--- src/rtl/reg_16bit_arbiter_pkg.sv ---
// Shared opcode and FSM state definitions for the reg_16bit command arbiter.
// Imported by the top level and by any later arbiters that reuse rr_pick.
package reg_arb_pkg;

   localparam logic [1:0] OP_CLR   = 2'b00;
   localparam logic [1:0] OP_LOAD  = 2'b01;
   localparam logic [1:0] OP_INCR  = 2'b10;
   localparam logic [1:0] OP_BURST = 2'b11;

   typedef enum logic [1:0] {
      S_IDLE  = 2'd0,
      S_ISSUE = 2'd1,
      S_ACK   = 2'd2
   } state_t;

endpackage

--- src/rtl/reg_16bit_arbiter_rr_pick.sv ---
// Combinational round-robin picker: first requester at or after ptr_i wins.
// NREQ must be a power of two so the index addition wraps on its own.
module rr_pick #(
   parameter int NREQ = 4,
   parameter int IW   = $clog2(NREQ)
) (
   input  logic [NREQ-1:0] req_i,
   input  logic [IW-1:0]   ptr_i,
   output logic [IW-1:0]   winner_o,
   output logic            valid_o
);

   logic [IW-1:0] idx;

   always_comb begin
      winner_o = '0;
      valid_o  = 1'b0;
      idx      = '0;
      for (int i = 0; i < NREQ; i++) begin
         idx = ptr_i + IW'(i);
         if (!valid_o && req_i[idx]) begin
            winner_o = idx;
            valid_o  = 1'b1;
         end
      end
   end

endmodule

--- src/rtl/reg_16bit_arbiter.sv ---
// Round-robin arbiter that turns one granted command into registered
// clr/load/incr strobes for a shared reg_16bit, then acks the requester.
module reg_16bit_arbiter
   import reg_arb_pkg::*;
#(
   parameter int NREQ = 4,
   parameter int DW   = 16,
   parameter int CW   = 8
) (
   input  logic                     clk,
   input  logic                     rst_n,
   input  logic [NREQ-1:0]          req_i,
   input  logic [2*NREQ-1:0]        req_op_i,
   input  logic [DW*NREQ-1:0]       req_data_i,
   output logic [NREQ-1:0]          ack_o,
   output logic                     busy_o,
   output logic [$clog2(NREQ)-1:0]  owner_o,
   output logic                     reg_clr_o,
   output logic                     reg_load_o,
   output logic                     reg_incr_o,
   output logic [DW-1:0]            reg_load_input_o,
   output logic [1:0]               dbg_state_o
);

   localparam int IW = $clog2(NREQ);

   state_t          state_q, state_d;
   logic [IW-1:0]   ptr_q, ptr_d;
   logic [IW-1:0]   owner_q, owner_d;
   logic [1:0]      op_q, op_d;
   logic [CW-1:0]   cnt_q, cnt_d;
   logic [NREQ-1:0] ack_q, ack_d;
   logic            busy_q, busy_d;
   logic            clr_q, clr_d;
   logic            load_q, load_d;
   logic            incr_q, incr_d;
   logic [DW-1:0]   li_q, li_d;

   logic [IW-1:0]   win;
   logic            win_valid;
   logic [1:0]      win_op;
   logic [DW-1:0]   win_data;

   rr_pick #(.NREQ(NREQ), .IW(IW)) u_pick (
      .req_i    (req_i),
      .ptr_i    (ptr_q),
      .winner_o (win),
      .valid_o  (win_valid)
   );

   assign win_op   = req_op_i[2*int'(win) +: 2];
   assign win_data = req_data_i[DW*int'(win) +: DW];

   // Outputs are computed one cycle ahead so every strobe leaves a flop.
   always_comb begin
      state_d = state_q;
      ptr_d   = ptr_q;
      owner_d = owner_q;
      op_d    = op_q;
      cnt_d   = cnt_q;
      ack_d   = '0;
      busy_d  = 1'b0;
      clr_d   = 1'b0;
      load_d  = 1'b0;
      incr_d  = 1'b0;
      li_d    = '0;
      case (state_q)
         S_IDLE: begin
            if (win_valid) begin
               owner_d = win;
               op_d    = win_op;
               busy_d  = 1'b1;
               state_d = S_ISSUE;
               case (win_op)
                  OP_CLR:  clr_d = 1'b1;
                  OP_LOAD: begin
                     load_d = 1'b1;
                     li_d   = win_data;
                  end
                  OP_INCR: incr_d = 1'b1;
                  default: begin
                     if (win_data[CW-1:0] == '0) begin
                        state_d    = S_ACK;
                        ack_d[win] = 1'b1;
                     end else begin
                        incr_d = 1'b1;
                        cnt_d  = win_data[CW-1:0] - CW'(1);
                     end
                  end
               endcase
            end
         end
         S_ISSUE: begin
            busy_d = 1'b1;
            // cnt_q counts the increments still owed after the current one
            if (op_q == OP_BURST && cnt_q != '0) begin
               incr_d = 1'b1;
               cnt_d  = cnt_q - CW'(1);
            end else begin
               state_d        = S_ACK;
               ack_d[owner_q] = 1'b1;
            end
         end
         S_ACK: begin
            state_d = S_IDLE;
            ptr_d   = owner_q + IW'(1);
         end
         default: state_d = S_IDLE;
      endcase
   end

   always_ff @(posedge clk or negedge rst_n) begin
      if (!rst_n) begin
         state_q <= S_IDLE;
         ptr_q   <= '0;
         owner_q <= '0;
         op_q    <= OP_CLR;
         cnt_q   <= '0;
         ack_q   <= '0;
         busy_q  <= 1'b0;
         clr_q   <= 1'b0;
         load_q  <= 1'b0;
         incr_q  <= 1'b0;
         li_q    <= '0;
      end else begin
         state_q <= state_d;
         ptr_q   <= ptr_d;
         owner_q <= owner_d;
         op_q    <= op_d;
         cnt_q   <= cnt_d;
         ack_q   <= ack_d;
         busy_q  <= busy_d;
         clr_q   <= clr_d;
         load_q  <= load_d;
         incr_q  <= incr_d;
         li_q    <= li_d;
      end
   end

   assign ack_o            = ack_q;
   assign busy_o           = busy_q;
   assign owner_o          = owner_q;
   assign reg_clr_o        = clr_q;
   assign reg_load_o       = load_q;
   assign reg_incr_o       = incr_q;
   assign reg_load_input_o = li_q;
   assign dbg_state_o      = state_q;

endmodule
--- config.mk ---
export PLATFORM = sky130hd
export DESIGN_NAME = reg_16bit_arbiter
export DESIGN_NICKNAME = d
export VERILOG_FILES = /design/src/rtl/reg_16bit_arbiter_pkg.sv /design/src/rtl/reg_16bit_arbiter_rr_pick.sv /design/src/rtl/reg_16bit_arbiter.sv
export SDC_FILE = /design/constraint.sdc
export NUM_CORES = 1
export LEC_CHECK = 0
export ABC_AREA = 1
export BUFFER_PORTS_ARGS = -buffer_cell sky130_fd_sc_hd__buf_4
export CORE_ASPECT_RATIO = 1.4
export CORE_MARGIN = 1
export CORE_UTILIZATION = 45
export CTS_BUF_LIST = sky130_fd_sc_hd__clkbuf_8
export DETAILED_ROUTE_END_ITERATION = 10
export HOLD_SLACK_MARGIN = 0.05
export PLACE_DENSITY = 0.74
export SYNTH_ARGS = -nofsm -noshare
export SYNTH_HDL_FRONTEND = slang
export SYNTH_SLANG_ARGS = --single-unit
--- constraint.sdc ---
create_clock -name clk -period 4.2 [get_ports clk]
set_clock_uncertainty 0.05 [all_clocks]
set_input_delay 0.21 -clock clk [delete_from_list [all_inputs] [get_ports clk]]
set_output_delay 0.21 -clock clk [all_outputs]
set_load 0.01 [all_outputs]
Word-level counts from Yosys, hierarchy flattened
Index checks and enable logic that the tools add are counted.
- register bits after elaboration: 40
- logic and storage cells: 107
- output and inout bits: 28
- mux-type cells: 51
- reductions and logical operators: 19
- add/sub/neg operators: 6
- $lt $le $gt $ge: 8
- shifts and indexed selects: 2
- eq/ne operators: 10
- operators with widths (kind ; number):
    $shiftx A64 B7 Y16 ; 1
    $mux W16 ; 3
    $mux W8 ; 4
    $mux W1 ; 20
    $lt A2 B3 Y1 const B ; 6
    $mux W2 ; 8
    $mux W4 ; 4
    $pmux W8 S2 ; 1
    $sub A8 B1 Y8 const B ; 2
    $bmux W1 S2 ; 4
    $logic_not A8 Y1 ; 1
    $ne A2 B2 Y1 const B ; 4
    $pmux W4 S2 ; 1
    $reduce_bool A8 Y1 ; 1
    $shiftx A8 B4 Y2 ; 1
    $eq A2 B2 Y1 const B ; 3
    $logic_and A1 B1 Y1 ; 6
    $pmux W1 S2 ; 3
    $reduce_and A5 Y1 ; 1
    $add A2 B1 Y2 const B ; 2
    $add A2 B2 Y2 const B ; 2
    $demux W1 S2 ; 2
    $eq A2 B1 Y1 const B ; 2
    $ge A2 B1 Y1 const B ; 2
    other kinds (8) ; 12

Logic depth before layout (Yosys ltp)
- depth in word-level cells: 20
- gate-level depth with buffers: 24
- depth with buffers taken out: 23

Cells and area by module
From an unflattened synthesis, not the netlist that was laid out.
- cells, all modules: 394
- area, all modules: 2842.7 µm²
- modules (own cells, without submodules) (module ; cells an instance ; sequential area each (µm²) ; area each (µm²) ; times used):
    reg_16bit_arbiter ; 335 ; 1001.0 ; 2523.7 ; 1
    rr_pick ; 59 ; 0.0 ; 319.1 ; 1

Worst setup path before layout
OpenSTA, ideal clock, no wires.
- kind: reg2reg
- start: register ptr_q[0]
- end: register cnt_q[6]
- data arrival time: 2367 ps
- stages on the path, launching flop included: 24
- path buffers: 2
- setup slack: 1666 ps
- setup time: 116 ps
- cell sequence: dfrtp_1 buf_4 nand2_1 nand2_1 nand2_2 nand2_4 nor2_8 nand3_4 nand3_4 buf_8 nand2_1 o21ai_1 nand2_1 nand2_2 o21ai_1 inv_1 ha_1 nand2_1 nor2_1 nand2_1 nand2_1 nand2_1 nand2_1 nand2_1
- cells in the longest elaborated chain, start to end: 18
- elaborated cells between the ends (all ways): 41
- those cells by class: 4 x add/sub; 5 x eq/ne; 2 x shift; 20 x mux; 10 x reduce/logical
- RTL lines (item ; line ; RTL):
    start, declared ; reg_16bit_arbiter.sv:28 ; logic [IW-1:0] ptr_q, ptr_d;
    start signal, assigned ; reg_16bit_arbiter.sv:127 ; ptr_q <= ptr_d;
    parallel branches: the longest is 18 deep, another holds $add A2 B1 Y2 ; n/a ;
    end signal, assigned ; reg_16bit_arbiter.sv:130 ; cnt_q <= cnt_d;
    end, declared ; reg_16bit_arbiter.sv:31 ; logic [CW-1:0] cnt_q, cnt_d;
Parallel ways; which one is timed is not known. The select of a mux whose other input is x is not followed.
A chain may end at the register's enable or synchronous reset.

Worst setup path after layout
Ends and elaborated chain as after synthesis.

==> impl_metrics.ini <==
[outcome]
status = complete, no violations

[timing]
setup_violations = 0
slew_headroom_pct = 54.26
max_freq_ghz = 0.3098
hold_viol = 0
post-route-min-period_ns = 3.228
timing.final.crit_share_pct = 76.86
fin_setup_tns_ns = 0
worst_pin_slew_ns = 0.6835
rsz0062_at_grt = no
maxSlewViolCount = 0

[layout]
most-common-layout-cells = nand2_1, buf_4, dfrtp_1
area_growth_pct = 32.86
final_nets = 593
finish.utilization_pct = 63.11
final_area_mm2 = 0.003779
layout_commonest_cell = nand2_1
drive_above_1_share_pct = 32.75
antenna_cells = 0

[drt]
dr.pass1.iters = 5
routed_wirelength_um = 8046
vias = 2921
wl_per_cell_um = 13.87
ant_nets = 0
viasPerCell = 5.036
drc_errors = 0
drt_iter0_drc = 133

[clock_network]
cts_inserted_buffers = 5
post-cts-setup-buffer-count = 0
cts_tree = built
cts_root_buf = clkbuf_8
clockBufferDepth = 2
clock_latency_ns = 0.29
cts.sinks = 40
htreeDepth = 2
clk_pin_slew_ns = 0.08

[place]
gp_congestion = 0.9423
placed_area_mm2 = 0.003640
dp_hpwl_um = 6252
port_buffers = 105

[global_route]
grt.busiest_layer = met2
antenna_found_initial = 0
grt_use_met3_pct = 4.293
grt_overflow = 0
grt_pass1_vias = 2950
grt_max_degree = 41
track_usage_pct = 25.58
use_met2_pct = 47.33
grt_pass1_wl_um = 13360
met1_usage_pct = 29.11

[setup_path]
crit_path_start_kind = register
worstPathMaxFanout = 26
rrSetupSlack_ns = 0.97
r2r_end = cnt_q[6]
path_class = reg -> reg
worstRegToRegCells = 21
arrival_ns = 3.37
required_ns = 4.34
crit_path_end_kind = register
r2r-start = ptr_q[0]

[power]
power.density_mw_per_mm2 = 1033
ir_worst_vdd_uv = 671.8
p_int_mw = 1.711
power.switching_mw = 2.192
leakagePower_nw = 2.147
comb_power_share_pct = 74.4
power_frac_clock_pct = 9.4
p_sw_share_pct = 56.16
power_frac_seq_pct = 16.1

[synth]
yosysTopAreaCellShare_pct = 35.20
synth_top_cell_by_area = dfrtp_1
synth_edf_count = 0
ys_types = 33
avgSynthCellArea_um2 = 6.971
syn-num-nets = 491
synth_area_mm2 = 0.002844
synthCells = 408
yosys_register_bits = 40
synth_top_flop_cell = dfrtp_1
async_reset_ff_share_pct = 100.0
synth_area_leaders = dfrtp_1, nand2_1, inv_1
yosysSeqAreaShare_pct = 35.20
ys_warn_count = 0

[job]
drv_cap = 0

[hold_path]
worstHoldPathCells = 3
hold_class = in -> reg
hold_start = req_data_i[9]
hold_end = reg_load_input_o[9]

[die]
ioPinCount = 106
initial_utilization_pct = 47.50
die_h_um = 96.07
chipWidth_um = 69.19
dieArea_mm2 = 0.006647
core_area_mm2 = 0.005987
fp-row-count = 33
## flip-flops by register name, summed over array words and instances (netlist names), 2 cells and up
register,count
ptr_q,2
op_q,2
ack_o,4
cnt_q,8
owner_o,2
reg_load_input_o,16
dbg_state_o,2
## metrics by stage
| step | worst slack, ns | hold WS [ns] | instances | total power [mW] |
|---|---|---|---|---|
| 2_1_floorplan | 1.666 | -0.1356 | 408 | 2.939 |
| 3_3_place_gp | 1.144 | 0.1646 | 572 | 3.474 |
| 3_5_place_dp | 1.018 | 0.1703 | 572 | 3.537 |
| 4_1_cts | 0.9999 | 0.1260 | 580 | 3.929 |
| 5_1_grt | 0.5600 | 0.1314 | 580 | 4.350 |
| 6_report | 0.9720 | 0.1358 | 580 | 3.903 |
## cell families (layout without fill, tap and decap cells)
group	count (synthesis)	count (layout)	synth area share, %
flops	40	40	35.20
xor+xnor	1	1	0.3080
compound gates	39	39	8.755
fa+ha+maj	5	5	2.200
simple gates	267	267	44.79
buf+inv	56	158	8.755
## worst max-delay path, stage by stage, from the launching register on
cell	delay, ns
dfrtp_1	0.53
inv_2	0.23
nand2_1	0.12
nand3_2	0.09
nand2_2	0.10
inv_2	0.08
nand3_2	0.27
nand3_4	0.40
nand2_1	0.08
o21ai_1	0.08
nand2_1	0.08
nand2_2	0.10
o21ai_1	0.10
inv_1	0.12
ha_1	0.19
nand2_1	0.09
nor2_1	0.13
nand2_1	0.06
nand2_1	0.06
nand2_1	0.05
nand2_1	0.06
nand2_1	0.04
## worst max-delay path by stage
| stage | start | to | slack, ns | depth (start not counted) |
|---|---|---|---|---|
| 3_3_place_gp | ptr_q[0] | cnt_q[6] | 1.14 | 22 |
| 5_1_grt | ptr_q[0] | cnt_q[6] | 0.56 | 22 |
| 2_1_floorplan | ptr_q[0] | cnt_q[6] | 1.67 | 23 |
| 3_5_place_dp | ptr_q[0] | cnt_q[6] | 1.02 | 21 |
| 4_1_cts | ptr_q[0] | cnt_q[6] | 1.0 | 20 |
| 6_report | ptr_q[0] | cnt_q[6] | 0.97 | 21 |
## final cells by class
cell class              instances  area (um2)
clock inverters                 2       60.06
multi-input cells             312        1594
flip-flops and latches         40        1001
fillers                       545        2208
well taps                      70       87.58
inverters                      45       168.9
repair buffers                106       798.3
clock buffers                   5       68.82
## Yosys cell counts (3+ instances only)
cell type	number
nand4_1	16
dfrtp_1	40
nand2_1	175
a31oi_1	3
nor2_1	18
a22oi_1	13
nor2_2	4
buf_2	4
o21ai_0	8
a21oi_1	5
nand3_1	18
inv_2	15
inv_1	28
ha_1	5
nand2_2	15
nand3_2	4
a21oi_2	3
nand3b_1	3
o21ai_1	5
nand2_4	6
## timing repair
action	in CTS	in global routing
resized for setup	0	0
hold buffers	1	0
endpoints found under the hold margin	40	0
## layer usage
metal | part of all wire, % | wire (um) | vias up
li1 | - | - | 1499
met1 | 40 | 3180 | 1326
met2 | 54 | 4376 | 79
met3 | 4.0 | 321 | 17
met4 | 2.1 | 168 | 0
met5 | 0 | 0 | -
## power by group through the flow
| stage | clock [mW] | sequential [mW] | combinational [mW] |
|---|---|---|---|
| final | 0.369 | 0.629 | 2.91 |
| after global routing | 0.391 | 0.647 | 3.31 |
| after CTS | 0.378 | 0.629 | 2.92 |
| after detailed placement | 0 | 0.637 | 2.90 |
| after global placement | 0 | 0.633 | 2.84 |
| after floorplan | 0 | 0.647 | 2.29 |
Note: power is estimated with default switching activity, not from simulation.
